[src/rtl/ins_decode_seq.sv]
// ins_decode_seq
//   Instruction register, fetch/execute phase, sticky halt and carry/zero
//   flags for the simple CPU, plus the one-hot instruction decode that feeds
//   the control-signal generator.
//
// Parameters
//   FLAG_RST    reset value of the carry and zero flags
//   HALT_STICKY 1: halt stays high from the HALT execute cycle until reset
//               0: halt is high only during the HALT execute cycle
//
// Ports
//   i_clk       system clock, rising edge
//   i_rst       asynchronous active-high reset
//   i_bus_in    data bus (RAM output), loaded into the IR
//   i_ir_ld     load IR from i_bus_in at the next edge
//   i_sm_en     toggle the fetch/execute phase at the next edge
//   i_cf_en     capture i_alu_cout into the carry flag
//   i_zf_en     capture i_alu_zero into the zero flag
//   i_alu_cout  ALU/shifter carry out
//   i_alu_zero  ALU result-is-zero
//   o_ir        instruction register
//   o_sm        phase: 0 = fetch, 1 = execute
//   o_c, o_z    carry and zero flags
//   o_mova .. o_halt  instruction strobes (one-hot in execute, zero in fetch)
//
// Phase FSM
//   state    | meaning
//   PH_FETCH | fetch cycle, every strobe low
//   PH_EXEC  | execute cycle, exactly one strobe high (decoded from IR)

module ins_decode_seq #(
  parameter logic FLAG_RST    = 1'b0,
  parameter int   HALT_STICKY = 1
) (
  input  logic       i_clk,
  input  logic       i_rst,
  input  logic [7:0] i_bus_in,
  input  logic       i_ir_ld,
  input  logic       i_sm_en,
  input  logic       i_cf_en,
  input  logic       i_zf_en,
  input  logic       i_alu_cout,
  input  logic       i_alu_zero,
  output logic [7:0] o_ir,
  output logic       o_sm,
  output logic       o_c,
  output logic       o_z,
  output logic       o_mova,
  output logic       o_movb,
  output logic       o_movc,
  output logic       o_add,
  output logic       o_sub,
  output logic       o_and1,
  output logic       o_not1,
  output logic       o_rsr,
  output logic       o_rsl,
  output logic       o_jmp,
  output logic       o_jz,
  output logic       o_jc,
  output logic       o_in1,
  output logic       o_out1,
  output logic       o_nop,
  output logic       o_halt
);

  typedef enum logic {
    PH_FETCH = 1'b0,
    PH_EXEC  = 1'b1
  } phase_t;

  // Strobe vector bit positions
  localparam int B_MOVA = 15;
  localparam int B_MOVB = 14;
  localparam int B_MOVC = 13;
  localparam int B_ADD  = 12;
  localparam int B_SUB  = 11;
  localparam int B_AND1 = 10;
  localparam int B_NOT1 = 9;
  localparam int B_RSR  = 8;
  localparam int B_RSL  = 7;
  localparam int B_JMP  = 6;
  localparam int B_JZ   = 5;
  localparam int B_JC   = 4;
  localparam int B_IN1  = 3;
  localparam int B_OUT1 = 2;
  localparam int B_NOP  = 1;
  localparam int B_HALT = 0;

  phase_t      r_phase;
  phase_t      w_phase_nxt;
  logic [7:0]  r_ir;
  logic        r_c;
  logic        r_z;
  logic        r_halt_lat;
  logic [15:0] w_dec;
  logic [15:0] w_stb;
  logic        w_halt_set;

  // Phase state register
  always_ff @(posedge i_clk or posedge i_rst) begin
    if (i_rst) begin
      r_phase <= PH_FETCH;
    end else begin
      r_phase <= w_phase_nxt;
    end
  end

  always_comb begin
    w_phase_nxt = r_phase;
    if (i_sm_en) begin
      w_phase_nxt = (r_phase == PH_FETCH) ? PH_EXEC : PH_FETCH;
    end
  end

  // IR, flags and halt latch; each update has its own enable
  always_ff @(posedge i_clk or posedge i_rst) begin
    if (i_rst) begin
      r_ir       <= 8'h00;
      r_c        <= FLAG_RST;
      r_z        <= FLAG_RST;
      r_halt_lat <= 1'b0;
    end else begin
      if (i_ir_ld)    r_ir       <= i_bus_in;
      if (i_cf_en)    r_c        <= i_alu_cout;
      if (i_zf_en)    r_z        <= i_alu_zero;
      if (w_halt_set) r_halt_lat <= 1'b1;
    end
  end

  // Raw decode of the IR, only meaningful in execute
  always_comb begin
    w_dec = '0;
    if (r_phase == PH_EXEC) begin
      case (r_ir[7:4])
        4'b1111: begin
          // ir[3:2]==11 wins over ir[1:0]==11, so 8'hFF is movb
          if (r_ir[3:2] == 2'b11)      w_dec[B_MOVB] = 1'b1;
          else if (r_ir[1:0] == 2'b11) w_dec[B_MOVC] = 1'b1;
          else                         w_dec[B_MOVA] = 1'b1;
        end
        4'b1001: w_dec[B_ADD]  = 1'b1;
        4'b0110: w_dec[B_SUB]  = 1'b1;
        4'b1011: w_dec[B_AND1] = 1'b1;
        4'b0101: w_dec[B_NOT1] = 1'b1;
        4'b1010: begin
          case (r_ir[1:0])
            2'b00:   w_dec[B_RSR] = 1'b1;
            2'b11:   w_dec[B_RSL] = 1'b1;
            default: w_dec[B_NOP] = 1'b1;
          endcase
        end
        4'b0011: begin
          case (r_ir[3:0])
            4'b0000: w_dec[B_JMP] = 1'b1;
            4'b0001: w_dec[B_JZ]  = 1'b1;
            4'b0010: w_dec[B_JC]  = 1'b1;
            default: w_dec[B_NOP] = 1'b1;
          endcase
        end
        4'b0010: w_dec[B_IN1]  = 1'b1;
        4'b0100: w_dec[B_OUT1] = 1'b1;
        4'b1000: w_dec[B_HALT] = 1'b1;
        default: w_dec[B_NOP]  = 1'b1;
      endcase
    end
  end

  assign w_halt_set = (HALT_STICKY != 0) && w_dec[B_HALT];

  // A latched halt masks every other strobe regardless of phase and IR
  assign w_stb = r_halt_lat ? 16'(1 << B_HALT) : w_dec;

  assign o_ir   = r_ir;
  assign o_sm   = (r_phase == PH_EXEC);
  assign o_c    = r_c;
  assign o_z    = r_z;
  assign o_mova = w_stb[B_MOVA];
  assign o_movb = w_stb[B_MOVB];
  assign o_movc = w_stb[B_MOVC];
  assign o_add  = w_stb[B_ADD];
  assign o_sub  = w_stb[B_SUB];
  assign o_and1 = w_stb[B_AND1];
  assign o_not1 = w_stb[B_NOT1];
  assign o_rsr  = w_stb[B_RSR];
  assign o_rsl  = w_stb[B_RSL];
  assign o_jmp  = w_stb[B_JMP];
  assign o_jz   = w_stb[B_JZ];
  assign o_jc   = w_stb[B_JC];
  assign o_in1  = w_stb[B_IN1];
  assign o_out1 = w_stb[B_OUT1];
  assign o_nop  = w_stb[B_NOP];
  assign o_halt = w_stb[B_HALT];

endmodule

[config.mk]
export PLATFORM = sky130hd
export DESIGN_NAME = ins_decode_seq
export DESIGN_NICKNAME = d
export VERILOG_FILES = /design/src/rtl/ins_decode_seq.sv
export SDC_FILE = /design/constraint.sdc
export NUM_CORES = 1
export LEC_CHECK = 0
export ABC_AREA = 0
export BUFFER_PORTS_ARGS = -buffer_cell sky130_fd_sc_hd__buf_2
export CORE_MARGIN = 3
export CORE_UTILIZATION = 45
export CTS_CLUSTER_SIZE = 16
export DETAILED_ROUTE_END_ITERATION = 8
export PLACE_DENSITY_LB_ADDON = 0.2
export SYNTH_ARGS = -nofsm -noshare
export SYNTH_HDL_FRONTEND = slang
export SYNTH_SLANG_ARGS = --single-unit
[constraint.sdc]
create_clock -name i_clk -period 3.3 [get_ports i_clk]
set_input_delay 0.66 -clock i_clk [delete_from_list [all_inputs] [get_ports i_clk]]
set_output_delay 0.66 -clock i_clk [all_outputs]
set_load 0.02 [all_outputs]
==> results.toml <==
[critical_path]
cp-start-kind = "flip-flop"
reg2reg_to = "r_halt_lat"
worst_r2r_path_depth = 2
cpPeakStageDelay_ps = 390
crit_chain = "inv_1 -> ha_1 -> or3_1 -> a211oi_1 -> o311a_1 -> buf_2"
cp-end-kind = "output port"
cp.required_ps = 2640
r2r_setup_slack_ps = 2350
worstSetupPathType = "reg2out"
cp.arrival_ps = 1930
worstPathMaxFanout = 4
reg2reg_from = "o_ir[7]"
crit_end = "o_nop"
startpoint = "o_ir[0]"
slowest_stage = "dfrtp_1"
path_depth = 6
critPathTopFamily = "compound AO/OA/AOI/OAI gates"
critPathBufInv = 2

[yosys]
avgSynthCellArea_sq_um = 10.0
syn-cell-area_sq_um = 741
synth_cell_types = 25
synth_nets = 94
syn_inst = 74
ys_seq_area_frac = 0.405
yosys_warnings = 0
yosys_register_bits = 12

[routing]
first_pass_iters = 2
post_drt_via_cell_ratio = 5.14
drt_wl_total_mm = 1.57
route.detailed.drc = 0
wl_per_cell_microns = 11.9
drt_iter0_drc = 7
via_count = 679
postRouteAntennaNets = 0

[power_and_ir_drop]
ir_drop_v = 0.000249
power_density_nw_per_um2 = 481
p_leak_nw = 0.530
p_total_uw = 472

[die]
die_area_sq_um = 2170
std_cell_rows = 14
die_h_microns = 46.6
io_pins = 43
die_x_microns = 46.6
core_sq_um = 1520
start_util = 0.486

[clock_network]
numCtsBuffers = 3
clk_pin_slew_worst_paths_ps = 80
clock_path_buffers = 2
ctsResizeCount = 0
insertion_delay_ps = 260
cts-root-buf = "clkbuf_4"
hold_buffers = 0
cts_tree = "built"
clock-sinks = 12
htreeDepth = 1
postCtsSetupRepairBufs = 0

[finish]
utilization = 0.644
final_cells = 132
layout-drive-gt1-share = 0.483
area_delta_synth_final_pct = 32.6
nNetsFinal = 137
fin_area_sq_um = 982
final_common_cell = "buf_2"
final_cell_mix = "42 x buf_2, 12 x dfrtp_1, 8 x nand2_1, 8 x mux2_2"
n_antenna_cell = 0

[place]
placed_area_sq_um = 946
place_worst_setup_slack_ps = 995
hpwlAfterDp_mm = 1.27
dpl.cell_count = 128
gp_congestion = 0.795
io_buffer_count = 42

[timing]
timing.hold.ws_ps = 386
rsz0062_at_grt = "no"
relSlewSlack = 0.698
skew_ps = 0.125
period_needed_ps = 2590
maxSlewViolCount = 0
setup_ws_ps = 706
finalSetupTns_ps = 0
maxClockFrequency_ghz = 0.385
tightest_slew_ps = 452
period_share = 0.786
hold_violations = 0
setup_viol = 0

[global_routing]
grt.total_usage = 0.160
grt_pass1_wl_mm = 2.45
antenna_found_initial = 0
grt_pass1_vias = 585
grt-ovfl-total = 0
grt_max_degree = 13

[min_path]
hp-class = "in2async"

[outcome]
status = "finished, final reports clean"

[run]
maxCapViolCount = 0
==> flip-flops by register name, summed over array words and instances, names as in the netlist <==
name and flops:
r_halt_lat 1, o_z 1, o_sm 1, o_ir 8, o_c 1
==> final cells by class <==
type | count | area [sq um]
fillers | 146 | 542
multi-input cells | 54 | 400
flip-flops and latches | 12 | 300
repair buffers | 42 | 210
clock buffers | 4 | 36.3
well taps | 16 | 20.0
inverters | 4 | 15.0
==> cells in the mapped netlist, drive strengths merged <==
library cell  count  area (sq um)
a211oi            1          7.51
and2              5          31.3
and3              2          12.5
and3b             1          8.76
buf               3          21.3
clkbuf            1          3.75
dfrtp            12           300
ha                4          50.1
inv               4          15.0
mux2              8          90.1
nand2             8          30.0
nand2b            2          12.5
nand4bb           1          11.3
nor2              5          18.8
nor3              3          15.0
nor3b             1          12.5
nor4b             1          15.0
o21ai             3          15.0
o22ai             1          6.26
o311a             1          10.0
o41ai             2          17.5
or3               3          18.8
or3b              1          8.76
xor2              1          8.76
==> metal layers <==
layer / GRT usage / part of all wire / up-vias
li1: - / - / 343
met1: 0.214 / 0.46 / 307
met2: 0.245 / 0.45 / 27
met3: 0.0234 / 0.078 / 2
met4: 0.0852 / 0.011 / 0
met5: 0 / 0 / -
==> how the worst min path moves through the flow <==
stage	start	end	slack (ps)	depth (start not counted)
5_1_grt	i_rst	o_ir[4]	410	2
3_3_place_gp	o_c	o_c	490	1
3_5_place_dp	o_c	o_c	500	1
4_1_cts	i_rst	o_ir[6]	400	2
2_1_floorplan	i_rst	o_c	520	1
6_report	i_rst	o_ir[4]	390	2
==> kinds of logic after synthesis <==
family	count (synthesis)	synth area share
AND/OR/NAND/NOR	33	0.264
flip-flops	12	0.405
AO/OA/AOI/OAI	8	0.0760
buffers and inverters	8	0.0540
multiplexers	8	0.122
adder cells (fa/ha/maj)	4	0.0676
XOR/XNOR	1	0.0118
==> where the power goes <==
| group | total (mW) | switching [mW] | leakage, nW | internal (mW) |
|---|---|---|---|---|
| Clock | 0.114 | 0.0471 | 0.0210 | 0.0669 |
| Sequential | 0.208 | 0.0374 | 0.140 | 0.171 |
| Combinational | 0.150 | 0.0869 | 0.370 | 0.0627 |
No activity file was read; power rests on OpenSTA's default activity.
